==> src/rtl/fxp_pkg.sv <==
// fxp_pkg: shared types and constants for the fixed-point arithmetic unit
// front end.
//   opcode_e : operation encoding understood by the add/mul/div unit.
//   state_e  : issuer sequencing states.
//   WIDTH, FRAC_BITS : Q8.23 sign-magnitude word format.
package fxp_pkg;

  localparam int WIDTH     = 32;
  localparam int FRAC_BITS = 23;

  typedef enum logic [1:0] {
    OP_ADD = 2'b00,
    OP_MUL = 2'b01,
    OP_DIV = 2'b10,
    OP_ILL = 2'b11
  } opcode_e;

  typedef enum logic [1:0] {
    IDLE  = 2'b00,
    ISSUE = 2'b01,
    WAIT  = 2'b10,
    RESP  = 2'b11
  } state_e;

endpackage

==> src/rtl/fxp_lat_counter.sv <==
// fxp_lat_counter: loadable down-counter with a zero flag. It times the
// add/mul result latency and, when enabled, the divide watchdog.
// Ports:
//   clk, reset : clock and synchronous active-high reset (count -> 0)
//   load       : load load_val this cycle (wins over dec)
//   load_val   : value to load
//   dec        : decrement by one, saturating at zero
//   zero       : count is zero
module fxp_lat_counter #(
  parameter int CNT_W = 7
) (
  input  logic             clk,
  input  logic             reset,
  input  logic             load,
  input  logic [CNT_W-1:0] load_val,
  input  logic             dec,
  output logic             zero
);

  logic [CNT_W-1:0] count_r;

  // Count register: load, saturating decrement, or hold.
  always_ff @(posedge clk) begin
    if (reset) begin
      count_r <= {CNT_W{1'b0}};
    end else if (load) begin
      count_r <= load_val;
    end else if (dec && (count_r != {CNT_W{1'b0}})) begin
      count_r <= count_r - {{(CNT_W-1){1'b0}}, 1'b1};
    end else begin
      count_r <= count_r;
    end
  end

  assign zero = (count_r == {CNT_W{1'b0}});

endmodule

==> src/rtl/fxp_op_issuer.sv <==
// fxp_op_issuer: initiator for the fixed-point add/mul/div unit. Accepts a
// tagged request (valid/ready), drives operands/opcode plus a one-cycle
// alu_start, waits ADD_LAT/MUL_LAT cycles (add/mul) or for alu_done (div),
// and returns the captured result with its tag (valid/ready).
// Ports:
//   clk, reset                        : clock, synchronous active-high reset
//   req_valid/req_ready               : request handshake
//   req_opcode, req_a, req_b, req_tag : request payload
//   alu_a, alu_b, alu_opcode          : operands/opcode to the unit (held)
//   alu_start                         : one-cycle start pulse
//   alu_result, alu_done              : result and divide-complete from unit
//   rsp_valid/rsp_ready               : response handshake
//   rsp_result, rsp_tag, rsp_err      : response payload
//   busy                              : issuer not idle
// Optional build macro FXP_DIV_TIMEOUT_EN: divide watchdog of DIV_TIMEOUT
// cycles in WAIT; on expiry the response carries result 0 and rsp_err = 1.
module fxp_op_issuer
  import fxp_pkg::*;
#(
  parameter int WIDTH       = fxp_pkg::WIDTH,
  parameter int TAG_W       = 4,
  parameter int ADD_LAT     = 1,
  parameter int MUL_LAT     = 1,
  parameter int DIV_TIMEOUT = 64
) (
  input  logic             clk,
  input  logic             reset,
  input  logic             req_valid,
  output logic             req_ready,
  input  logic [1:0]       req_opcode,
  input  logic [WIDTH-1:0] req_a,
  input  logic [WIDTH-1:0] req_b,
  input  logic [TAG_W-1:0] req_tag,
  output logic [WIDTH-1:0] alu_a,
  output logic [WIDTH-1:0] alu_b,
  output logic [1:0]       alu_opcode,
  output logic             alu_start,
  input  logic [WIDTH-1:0] alu_result,
  input  logic             alu_done,
  output logic             rsp_valid,
  input  logic             rsp_ready,
  output logic [WIDTH-1:0] rsp_result,
  output logic [TAG_W-1:0] rsp_tag,
  output logic             rsp_err,
  output logic             busy
);

  // Wide enough for both the latency loads and the watchdog limit.
  localparam int CNT_W = $clog2(DIV_TIMEOUT + 16);

  state_e           state_r;
  opcode_e          alu_opcode_r;
  logic [WIDTH-1:0] alu_a_r;
  logic [WIDTH-1:0] alu_b_r;
  logic             alu_start_r;
  logic             req_ready_r;
  logic             rsp_valid_r;
  logic [WIDTH-1:0] rsp_result_r;
  logic [TAG_W-1:0] rsp_tag_r;
  logic             rsp_err_r;
  logic             busy_r;

  logic             cnt_load_s;
  logic             cnt_dec_s;
  logic [CNT_W-1:0] cnt_load_val_s;
  logic             cnt_zero_s;

  // Counter control. It is loaded with LAT-1 in ISSUE so it reads zero in
  // cycle T+LAT; for divide it is loaded with the watchdog limit minus one,
  // so it reads zero in the DIV_TIMEOUT-th WAIT cycle.
  always_comb begin
    cnt_load_s     = 1'b0;
    cnt_dec_s      = 1'b0;
    cnt_load_val_s = {CNT_W{1'b0}};
    case (state_r)
      ISSUE: begin
        cnt_load_s = 1'b1;
        case (alu_opcode_r)
          OP_ADD:  cnt_load_val_s = CNT_W'(ADD_LAT - 1);
          OP_MUL:  cnt_load_val_s = CNT_W'(MUL_LAT - 1);
          OP_DIV:  cnt_load_val_s = CNT_W'(DIV_TIMEOUT - 1);
          default: cnt_load_val_s = {CNT_W{1'b0}};
        endcase
      end
      WAIT:    cnt_dec_s = 1'b1;
      default: cnt_dec_s = 1'b0;
    endcase
  end

  fxp_lat_counter #(
    .CNT_W(CNT_W)
  ) u_lat_counter (
    .clk      (clk),
    .reset    (reset),
    .load     (cnt_load_s),
    .load_val (cnt_load_val_s),
    .dec      (cnt_dec_s),
    .zero     (cnt_zero_s)
  );

  // Issuer FSM with all outputs registered.
  always_ff @(posedge clk) begin
    if (reset) begin
      state_r      <= IDLE;
      alu_a_r      <= {WIDTH{1'b0}};
      alu_b_r      <= {WIDTH{1'b0}};
      alu_opcode_r <= OP_ADD;
      alu_start_r  <= 1'b0;
      req_ready_r  <= 1'b1;
      rsp_valid_r  <= 1'b0;
      rsp_result_r <= {WIDTH{1'b0}};
      rsp_tag_r    <= {TAG_W{1'b0}};
      rsp_err_r    <= 1'b0;
      busy_r       <= 1'b0;
    end else begin
      case (state_r)
        IDLE: begin
          // req_ready is high exactly while in IDLE, so req_valid alone
          // completes the handshake here.
          if (req_valid) begin
            alu_a_r      <= req_a;
            alu_b_r      <= req_b;
            alu_opcode_r <= opcode_e'(req_opcode);
            rsp_tag_r    <= req_tag;
            req_ready_r  <= 1'b0;
            busy_r       <= 1'b1;
            if (opcode_e'(req_opcode) == OP_ILL) begin
              rsp_result_r <= {WIDTH{1'b0}};
              rsp_err_r    <= 1'b1;
              rsp_valid_r  <= 1'b1;
              state_r      <= RESP;
            end else begin
              rsp_err_r    <= 1'b0;
              alu_start_r  <= 1'b1;
              state_r      <= ISSUE;
            end
          end
        end
        ISSUE: begin
          alu_start_r <= 1'b0;
          state_r     <= WAIT;
        end
        WAIT: begin
          if (alu_opcode_r == OP_DIV) begin
            // WAIT begins at T+1, so a stale done seen during T is ignored.
            if (alu_done) begin
              rsp_result_r <= alu_result;
              rsp_valid_r  <= 1'b1;
              state_r      <= RESP;
`ifdef FXP_DIV_TIMEOUT_EN
            end else if (cnt_zero_s) begin
              rsp_result_r <= {WIDTH{1'b0}};
              rsp_err_r    <= 1'b1;
              rsp_valid_r  <= 1'b1;
              state_r      <= RESP;
`endif
            end
          end else if (cnt_zero_s) begin
            rsp_result_r <= alu_result;
            rsp_valid_r  <= 1'b1;
            state_r      <= RESP;
          end
        end
        RESP: begin
          if (rsp_ready) begin
            rsp_valid_r <= 1'b0;
            req_ready_r <= 1'b1;
            busy_r      <= 1'b0;
            state_r     <= IDLE;
          end
        end
        default: begin
          alu_start_r <= 1'b0;
          rsp_valid_r <= 1'b0;
          req_ready_r <= 1'b1;
          busy_r      <= 1'b0;
          state_r     <= IDLE;
        end
      endcase
    end
  end

  assign req_ready  = req_ready_r;
  assign alu_a      = alu_a_r;
  assign alu_b      = alu_b_r;
  assign alu_opcode = alu_opcode_r;
  assign alu_start  = alu_start_r;
  assign rsp_valid  = rsp_valid_r;
  assign rsp_result = rsp_result_r;
  assign rsp_tag    = rsp_tag_r;
  assign rsp_err    = rsp_err_r;
  assign busy       = busy_r;

endmodule

==> config.mk <==
export PLATFORM = sky130hd
export DESIGN_NAME = fxp_op_issuer
export DESIGN_NICKNAME = d
export VERILOG_FILES = /design/src/rtl/fxp_pkg.sv /design/src/rtl/fxp_lat_counter.sv /design/src/rtl/fxp_op_issuer.sv
export SDC_FILE = /design/constraint.sdc
export NUM_CORES = 1
export LEC_CHECK = 0
export ABC_AREA = 1
export BUFFER_PORTS_ARGS = -buffer_cell sky130_fd_sc_hd__buf_2
export CORE_MARGIN = 5
export CORE_UTILIZATION = 50
export CTS_BUF_LIST = sky130_fd_sc_hd__clkbuf_8
export DETAILED_ROUTE_END_ITERATION = 10
export PLACE_DENSITY = 0.84
export SYNTH_ARGS = -nofsm -noshare
export SYNTH_HDL_FRONTEND = slang
export SYNTH_HIERARCHICAL = 1
export SYNTH_SLANG_ARGS = --single-unit
==> constraint.sdc <==
create_clock -name clk -period 5 [get_ports clk]
set_clock_uncertainty 0.15 [all_clocks]
set_input_delay 1 -clock clk [delete_from_list [all_inputs] [get_ports clk]]
set_output_delay 1 -clock clk [all_outputs]
set_load 0.01 [all_outputs]
==> results of run 1 <==
## cell families (layout without fill, tap and decap cells)
| group | after synthesis | after routing | synth area share [%] |
|---|---|---|---|
| buffers and inverters | 79 | 286 | 7.90 |
| and+or+nand+nor | 370 | 370 | 31.0 |
| other | 1 | 1 | 0.0764 |
| adders and majority gates | 7 | 7 | 1.78 |
| AOI/OAI and AO/OA | 114 | 114 | 12.0 |
| DFF | 116 | 116 | 47.3 |
## worst paths after layout
check,endpoint,slack [ns],from
max,rsp_result[12],2.35,state_r[0]
min,rsp_result[12],0.32,rsp_result[12]
max reg2reg,rsp_result[12],2.35,state_r[0]
min reg2reg,rsp_result[12],0.32,rsp_result[12]
## layer usage
layer,part of all wire (%),wire length (microns),vias up,global-route usage (%)
met5,0,0,-,0
met4,1.2,147,0,5.68
met3,11,1440,13,9.77
met2,48,6120,186,34.6
met1,40,5050,2166,24.6
li1,-,-,2560,-
## registers in the layout, summed over array words and instances (netlist names)
signal,count
alu_a,32
alu_b,32
alu_opcode,2
alu_start,1
busy,1
req_ready,1
rsp_err,1
rsp_result,32
rsp_tag,4
rsp_valid,1
state_r,2
u_lat_counter/count_r,7
## cell usage after synthesis, types with 3 or more instances
cell / instances / share of area, %
inv_2: 5 / 0.38
nand4_1: 3 / 0.38
dfxtp_1: 116 / 47
nand3_1: 45 / 4.6
ha_1: 7 / 1.8
a21oi_1: 36 / 3.7
buf_2: 10 / 1.0
inv_1: 31 / 2.4
buf_6: 6 / 1.4
buf_4: 9 / 1.4
nand2_1: 101 / 7.7
nor2_2: 4 / 0.51
o21ai_0: 75 / 7.6
clkbuf_1: 16 / 1.2
nand2_2: 6 / 0.76
nor2_1: 204 / 16
## per-stage QoR
step | area (sq um) | power, uW | hold WS (ns)
final | 6350 | 3840 | 0.322
after global routing | 6350 | 4160 | 0.346
after CTS | 6350 | 3870 | 0.324
after detailed placement | 5920 | 2960 | 0.313
after global placement | 5920 | 2920 | 0.302
after floorplan | 4910 | 2560 | 0.324
## final cells by class
class | count | share of cell area [%]
flip-flops and latches | 116 | 36.6
well taps | 133 | 2.62
multi-input cells | 492 | 34.6
clock buffers | 18 | 3.90
inverters | 36 | 2.13
repair buffers | 218 | 17.4
clock inverters | 14 | 2.80
## worst min-delay path, cell delays in order (launching register included)
cell and delay (ns):
dfxtp_1 0.31, nand2_1 0.06, a21oi_1 0.05
## report_power, final
| part | switching [uW] | total [uW] | internal (uW) |
|---|---|---|---|
| registers | 136 | 1330 | 1190 |
| clock network | 399 | 912 | 512 |
| logic | 1020 | 1600 | 580 |
| total | 1560 | 3840 | 2280 |
==> qor.yml, run 1 <==
placement:
  portBuffers: 213
  place_congestion: 0.834
  dp_slack_ns: 2.04
  place.detailed.hpwl_mm: 9.08
  placedCellCount: 995
timing:
  rsz0062_at_grt: "no"
  fin_crit_ns: 2.65
  period_share_pct: 53.1
  finalHoldViolations: 0
  setup_tns_ns: 0
  slew_headroom_pct: 20.7
  finalSetupViolCount: 0
  finalMaxSlewViolations: 0
  tightest_slew_ns: 1.19
  max_freq_mhz: 377
  setup_ws_ns: 2.35
synthesis:
  async_flop_share_pct: 0
  synth_ff_type: "dfxtp_1"
  avgSynthCellArea_sq_um: 7.14
  synth_nets: 801
  netlist_instances: 687
  synth_edf_count: 0
  yosysSeqAreaShare_pct: 47.3
  synth_area_sq_um: 4910
  synth.distinct_cells: 26
  ys_seq_elements: 116
  synth_warnings: 6
clock_network:
  cts_resized: 0
  clk_latency_ns: 0.41
  cts_hold_buf: 0
  clkTransAtPathRegs_ns: 0.07
  cts_setup_buffers: 0
  cts_tree: "built"
  cts_max_path_buffers: 2
  cts_max_level: 4
  cts_root_buffer: "clkbuf_8"
  cts_made_buffers: 17
  clock-sinks: 116
critical_path:
  cp_max_fo: 60
  critPathTopFamily: "simple AND/OR/NAND/NOR gates"
  crit_required_ns: 5.13
  cp_slowest_cell: "nor2_4"
  cp.depth: 8
  critPathArrivalTime_ns: 2.78
  endpoint_kind: "flip-flop"
  path_class: "reg -> reg"
  crit_top_cell: "nand2_1"
  r2r_cells: 8
  cp_num_buf_inv: 1
  startpoint_type: "flip-flop"
  crit_path_max_incr_delay_ns: 0.89
  worstPathCellList: "inv_1 -> ha_1 -> nand2_1 -> nand2_1 -> nor2_4 -> nand2_2 -> nand2_1 -> a21oi_1"
cells_and_area:
  regArea_sq_um: 2320
  final_common_cell: "buf_2"
  area_delta_synth_final_pct: 29.4
  final_util_pct: 65.6
  multi_input_area_sq_um: 2200
  insertedDiodeCount: 0
  final_cell_mix: "213 x buf_2, 204 x nor2_1, 116 x dfxtp_1, 101 x nand2_1, 75 x o21ai_0"
  fillers: 879
  fin_nets: 995
  drive_above_1_share_pct: 30.3
  final_cells: 1027
global_routing:
  grt_start_max_net_pins: 73
  grt_pass1_vias: 4369
  grt_overflow_total: 0
  antenna_found_initial: 0
  grt_pass1_wl_mm: 20.1
  grtUsageTotal_pct: 21.0
power:
  ir_worst_vdd_mv: 0.337
  p_leak_uw: 0.00326
  power.density_nw_per_um2: 605
drt:
  first_pass_iters: 5
  routed_via_density: 4.80
  via_count: 4925
  drt_iter0_drc: 333
  wl_mm: 12.8
  wl_per_cell_microns: 12.4
  ant_nets: 0
  drc: 0
floorplan:
  die_h_microns: 109
  die_area_sq_um: 11900
  io_pins: 214
  initial_core_util_pct: 50.7
  core_area_sq_um: 9680
  num_rows: 36
  fp.dieW_microns: 109
run:
  maxCapViolCount: 0
hold_path:
  hp-class: "reg -> reg"
  whs_path_depth: 2
outcome:
  status: "finished, final reports clean"
Power figures use the tool's default switching activity.
==> inputs of run 2 (changes only) <==
- CORE_UTILIZATION: 50 -> 49
- PLACE_DENSITY: 0.84 -> 0.82
- clock period: 5 -> 2.71 ns (I/O delays scaled with it)
==> qor.yml, run 2 (synthesized netlist as in run 1, its figures left out) <==
placement:
  dp_slack_ns: 0.585  # -1.46 ns
  place_congestion: 0.809  # -3.0%
  placedCellCount: 997  # +0.20%
  place.detailed.hpwl_mm: 9.22  # +1.6%
  portBuffers: 213  # unchanged
critical_path:
  critPathTopFamily: "simple AND/OR/NAND/NOR gates"
  critPathArrivalTime_ns: 2.30  # -0.48 ns
  r2r_start: "state_r[0]"
  r2r_cells: 9  # +1
  endpoint_kind: "flip-flop"
  worstPathCellList: "inv_1 -> ha_1 -> nand2_1 -> nor2_4 -> nor2_4 -> buf_12 -> nand3_1 -> nand2_1 -> nor2_1"
  cp_max_fo: 44  # -27%
  cp_slowest_cell: "dfxtp_1"
  cp.depth: 9  # +1
  crit_required_ns: 2.86  # -2.27 ns
  path_class: "reg -> reg"
  crit_path_max_incr_delay_ns: 0.39  # -0.50 ns
  startpoint_type: "flip-flop"
  cp_num_buf_inv: 2  # +1
  crit_start: "state_r[0]"
outcome:
  status: "finished, final reports clean"
clock_network:
  cts_tree: "built"
  cts_max_level: 4  # unchanged
  cts_root_buffer: "clkbuf_8"
  clkTransAtPathRegs_ns: 0.08  # about the same
  cts_made_buffers: 17  # unchanged
  cts_setup_buffers: 0  # unchanged
  cts_resized: 0  # unchanged
  cts_max_path_buffers: 2  # unchanged
  clock-sinks: 116  # unchanged
  cts_hold_buf: 0  # unchanged
  clk_latency_ns: 0.40  # about the same
timing:
  period_share_pct: 79.6  # +27 points
  slew_headroom_pct: 60.2  # +40 points
  max_freq_mhz: 464  # +23%
  tightest_slew_ns: 0.597  # -0.590 ns
  setup_tns_ns: 0  # unchanged
  setup_ws_ns: 0.553  # -1.79 ns
  finalMaxSlewViolations: 0  # unchanged
  fin_crit_ns: 2.16  # -0.497 ns
  holdWs_ns: 0.230  # -0.0922 ns
  finalHoldViolations: 0  # unchanged
  finalSetupViolCount: 0  # unchanged
  rsz0062_at_grt: "no"
drt:
  wl_per_cell_microns: 12.6  # +1.8%
  drt_iter0_drc: 404  # +21%
  via_count: 4917  # -0.16%
  first_pass_iters: 5  # unchanged
  routed_via_density: 4.78  # -0.36%
  drc: 0  # unchanged
  wl_mm: 13.0  # +2.0%
  ant_nets: 0  # unchanged
power:
  power_frac_comb_pct: 42.0  # +0.2 points
  internal_power_uw: 4350  # +90%
  p_leak_uw: 0.00329  # +0.97%
  p_sw_share_pct: 39.8  # -0.75 points
  p_switching_uw: 2880  # +84%
  power_frac_seq_pct: 34.0  # -0.5 points
  power.density_nw_per_um2: 1130  # +86%
  ir_worst_vdd_mv: 0.576  # +71%
  clkPwrFrac_pct: 24.1  # +0.4 points
cells_and_area:
  final_cell_mix: "213 x buf_2, 204 x nor2_1, 116 x dfxtp_1, 101 x nand2_1, 75 x o21ai_0"
  drive_above_1_share_pct: 30.4  # +0.044 points
  final_common_cell: "buf_2"
  fin_nets: 997  # +0.20%
  area_delta_synth_final_pct: 30.7
  final_cells: 1029  # +0.19%
  insertedDiodeCount: 0  # unchanged
  final_util_pct: 65.6  # about the same
floorplan:
  io_pins: 214  # unchanged
  num_rows: 36  # unchanged
  core_area_sq_um: 9770  # +0.93%
  initial_core_util_pct: 50.2  # -0.47 points
  die_area_sq_um: 12100  # +1.9%
  die_h_microns: 110  # +0.93%
  fp.dieW_microns: 110  # +0.93%
hold_path:
  hp-class: "in -> reg"
  whs_path_depth: 3  # +1
  min_from: "req_b[5]"
global_routing:
  grt_pass1_vias: 4406  # +0.85%
  grtUsageTotal_pct: 20.9  # -0.047 points
  antenna_found_initial: 0  # unchanged
  grt_start_max_net_pins: 72  # -1.4%
  grt_pass1_wl_mm: 20.3  # +1.0%
  grt_overflow_total: 0  # unchanged
run:
  maxCapViolCount: 0  # unchanged
[run 2: layer usage]
| layer | share of wire (%) | vias up | GRT usage [%] |
|---|---|---|---|
| met1 | 41 | 2160 | 25.6 |
| met3 | 12 | 8 | 10.5 |
| met4 | 0.78 | 0 | 5.70 |
| met5 | 0 | - | 0 |
| met2 | 46 | 179 | 32.6 |
| li1 | - | 2570 | - |
[run 2: metrics by stage]
step | total power, uW | area [sq um]
detailed placement | 5530 | 5980
global route | 7840 | 6410
finish | 7220 | 6410
global placement | 5470 | 5980
CTS | 7300 | 6410
floorplan | 4730 | 4910
[run 2: worst paths after layout]
path               endpoint  slack, ns
max          rsp_result[24]       0.55
min                alu_b[5]       0.23
max reg2reg  rsp_result[24]       0.55
min reg2reg   rsp_result[7]       0.31
[run 2: area by class of cell]
cell class,count,area [sq um]
Fill cell,899,3360
Sequential cell,116,2320
Multi-Input combinational cell,492,2200
Timing Repair Buffer,220,1160
Clock buffer,17,234
Clock inverter,15,203
Tap cell,133,166
Inverter,36,135
[run 2: tightest hold or removal path, stage by stage]
cell and delay, ns:
buf_2 0.07, o21ai_0 0.07, nor2_1 0.08
[run 2: power groups by stage]
stage / clock [uW] / combinational [uW] / sequential [uW]
after floorplan: 0 / 2050 / 2690
after global placement: 0 / 3010 / 2460
after detailed placement: 0 / 3050 / 2480
after CTS: 1780 / 3060 / 2450
after global routing: 1860 / 3460 / 2510
final: 1740 / 3030 / 2450
==> inputs of run 3 (changes only) <==
- ABC_AREA: 1 -> 0
- CORE_UTILIZATION: 49 -> 43
- PLACE_DENSITY: 0.82 -> 0.78
- clock period: 2.71 -> 1.8 ns (I/O delays scaled with it)
==> qor.yml, run 3 <==
drt:
  wl_met2_mm: 6.71  # +13%
  dr.max_layer_used: "met4"
  via_count: 4694  # -4.5%
  wl_met1_mm: 5.35  # +0.11%
  ant_nets: 0  # unchanged
  first_pass_iters: 5  # unchanged
  wl_met3_mm: 1.27  # -22%
  wl_per_cell_microns: 14.7  # +16%
  drt_iter0_drc: 342  # -15%
  routed_via_density: 5.09  # +6.5%
  drc: 0  # unchanged
  wl_mm: 13.5  # +4.1%
synthesis:
  ys_seq_elements: 116  # unchanged
  synth_ff_type: "dfxtp_1"
  avgSynthCellArea_sq_um: 8.11  # +13%
  synth_area_sq_um: 4470  # -9.0%
  ys_top_cells_by_area: "dfxtp_1 52%, nand2_1 15%, a21oi_1 12%"
  synth_edf_count: 0  # unchanged
  synth_top_area_share_pct: 52.0  # +4.7 points
  synth_nets: 665  # -17%
  synth_xor_area_share_pct: 0.196  # +0.20 points
  synthMuxAreaShare_pct: 0.448  # +0.45 points
  synthAdderAreaFrac_pct: 1.96  # +0.18 points
  async_flop_share_pct: 0  # unchanged
  netlist_instances: 551  # -20%
  yosysSeqAreaShare_pct: 52.0  # +4.7 points
  synth.distinct_cells: 44  # +69%
  synth_compound_area_share_pct: 16.9  # +5.0 points
  synth_top_family_by_area: "simple AND/OR/NAND/NOR gates"
  synth_largest_area_cell: "dfxtp_1"
  synthSimpleGateAreaFrac_pct: 23.4  # -7.5 points
  synth_warnings: 6  # unchanged
  synth_common_cells: "175 x nand2_1, 116 x dfxtp_1, 109 x a21oi_1"
  synthMostInstantiatedCell: "nand2_1"
power:
  ir_worst_vdd_mv: 0.714  # +24%
  power.density_nw_per_um2: 1370  # +22%
  p_leak_uw: 0.00288  # -12%
  p_sw_share_pct: 35.2  # -4.6 points
  clkPwrFrac_pct: 26.1  # +2.0 points
  power_frac_seq_pct: 37.2  # +3.2 points
  internal_power_uw: 5710  # +31%
  p_switching_uw: 3100  # +8.0%
  power_frac_comb_pct: 36.7  # -5.3 points
timing:
  finalHoldViolations: 0  # unchanged
  fin_crit_ns: 1.94  # -0.214 ns
  setup_ws_ns: -0.144  # -0.696 ns
  finalSetupViolCount: 36  # +36
  max_freq_mhz: 515  # +11%
  setup_tns_ns: -3.56  # -3.56 ns
  period_share_pct: 108  # +28 points
  rsz0062_at_grt: "yes"
  finalMaxSlewViolations: 0  # unchanged
  holdWs_ns: 0.0299  # -0.200 ns
global_routing:
  grt_pass1_wl_mm: 21.2  # +4.7%
  grt_start_max_net_pins: 60  # -17%
  grt_overflow_total: 0  # unchanged
  grt_pass1_vias: 4554  # +3.4%
  antenna_found_initial: 0  # unchanged
  grtUsageTotal_pct: 20.3  # -0.66 points
placement:
  portBuffers: 213  # unchanged
  placed_cell_area_sq_um: 5800  # -3.0%
  place_congestion: 0.852  # +5.3%
  place.detailed.hpwl_mm: 9.25  # +0.30%
  placedCellCount: 882  # -12%
critical_path:
  startpoint_type: "flip-flop"
  endpoint_kind: "flip-flop"
  cp_max_fo: 6  # -86%
  r2r_start: "u_lat_counter/count_r[1]"
  crit_required_ns: 1.96  # -0.90 ns
  path_class: "reg -> reg"
  r2r_cells: 9  # unchanged
  reg2reg_to: "state_r[0]"
  ff2ff_setup_slack_ns: -0.14  # -0.70 ns
  critPathArrivalTime_ns: 2.11  # -0.19 ns
hold_path:
  worstHoldEndpoint: "alu_a[4]"
  whs_path_depth: 3  # unchanged
  hp-class: "in -> reg"
  min_from: "req_a[4]"
floorplan:
  die_area_sq_um: 12500  # +3.4%
  num_rows: 37  # +2.8%
  die_h_microns: 112  # +1.7%
  initial_core_util_pct: 43.7  # -6.5 points
  core_area_sq_um: 10200  # +4.7%
  fp.dieW_microns: 112  # +1.7%
  io_pins: 214  # unchanged
clock_network:
  cts_root_buffer: "clkbuf_8"
  cts_made_buffers: 17  # unchanged
  clkTransAtPathRegs_ns: 0.07  # about the same
  cts_max_level: 4  # unchanged
  cts_max_path_buffers: 2  # unchanged
  clk_latency_ns: 0.41  # about the same
  cts_tree: "built"
  clock-sinks: 116  # unchanged
run:
  maxCapViolCount: 0  # unchanged
cells_and_area:
  fin_nets: 887  # -11%
  fin_area_sq_um: 6410  # about the same
  insertedDiodeCount: 0  # unchanged
  fillers: 875  # -2.7%
  drive_above_1_share_pct: 40.5  # +10 points
  final_cell_mix: "212 x buf_2, 174 x nand2_1, 113 x dfxtp_1, 95 x a21oi_1, 30 x nand3_1"
  final_common_cell: "buf_2"
  area_delta_synth_final_pct: 43.6
  final_cells: 922  # -10%
outcome:
  status: "finished, violations left"
  violations: "setup timing"
[run 3: changes by cell type in the layout (fill, tap and decap cells not counted), moves of 5 or more]
cell / change
a21oi_1: +59
a21oi_2: +15
buf_4: +13
inv_1: -24
nand2_1: +73
nand2_2: -5
nand3_1: -15
nor2_1: -191
o21ai_0: -72
[run 3: power by group through the flow]
| stage | registers [uW] | clock network, uW | logic (uW) |
|---|---|---|---|
| 2_1_floorplan | 3470 | 0 | 1600 |
| 3_3_place_gp | 3290 | 0 | 2770 |
| 3_5_place_dp | 3310 | 0 | 2870 |
| 4_1_cts | 3270 | 2360 | 2950 |
| 5_1_grt | 3330 | 2500 | 3540 |
| 6_report | 3280 | 2300 | 3240 |
[run 3: through the flow]
step                worst slack (ns)  total power [uW]  util [%]
floorplan                   -0.00390              5070         -
global placement             -0.0525              6060      56.7
detailed placement            -0.121              6180      56.7
CTS                           -0.111              8580      60.9
global route                  -0.239              9370      62.7
finish                        -0.144              8820      62.7
[run 3: kinds of logic after synthesis]
kind of cell | Yosys count
flops | 116
mux | 2
buf+inv | 48
fa+ha+maj | 7
compound gates | 133
xor+xnor | 1
simple gates | 243
other cells | 1
[run 3: metal layers]
| layer | global-route usage [%] | vias to the layer above |
|---|---|---|
| li1 | - | 2284 |
| met3 | 7.99 | 20 |
| met5 | 0 | - |
| met2 | 34.6 | 203 |
| met4 | 7.30 | 0 |
| met1 | 23.0 | 2187 |
[run 3: what timing repair did]
action | 4_1_cts | 5_1_grt
hold buffers | 1 | 1
pin swaps | 3 | 16
resized for setup | 7 | 26
endpoints found under the hold margin | 1 | 1
setup buffers | 1 | 4
cloned | 0 | 2
endpoints found under the setup margin | 62 | 83
[run 3: worst max-delay path by stage]
stage                                   from              to  slack (ns)
global placement    u_lat_counter/count_r[0]      state_r[0]       -0.05
CTS                 u_lat_counter/count_r[1]   rsp_result[5]       -0.11
floorplan           u_lat_counter/count_r[0]  rsp_result[21]      -0.004
detailed placement  u_lat_counter/count_r[0]  rsp_result[27]       -0.12
finish              u_lat_counter/count_r[1]      state_r[0]       -0.14
global route        u_lat_counter/count_r[0]  rsp_result[13]       -0.24
[run 3: area by class of cell]
class	count	area, sq um	share of cell area, %
sequential	116	2330	36.3
multi-input combinational	387	2080	32.4
timing repair buffer	242	1420	22.2
clock buffer	18	248	3.86
tap	136	170	2.65
clock inverter	14	139	2.17
inverter	9	33.8	0.527
[run 3: critical path: stages, from the launching register on]
cell and delay, ns:
dfxtp_2 0.33, inv_2 0.05, ha_4 0.16, nor4b_4 0.13, and2_4 0.17, nand2b_4 0.15, buf_4 0.14, o21a_4 0.24
buf_4 0.14, a311oi_2 0.21
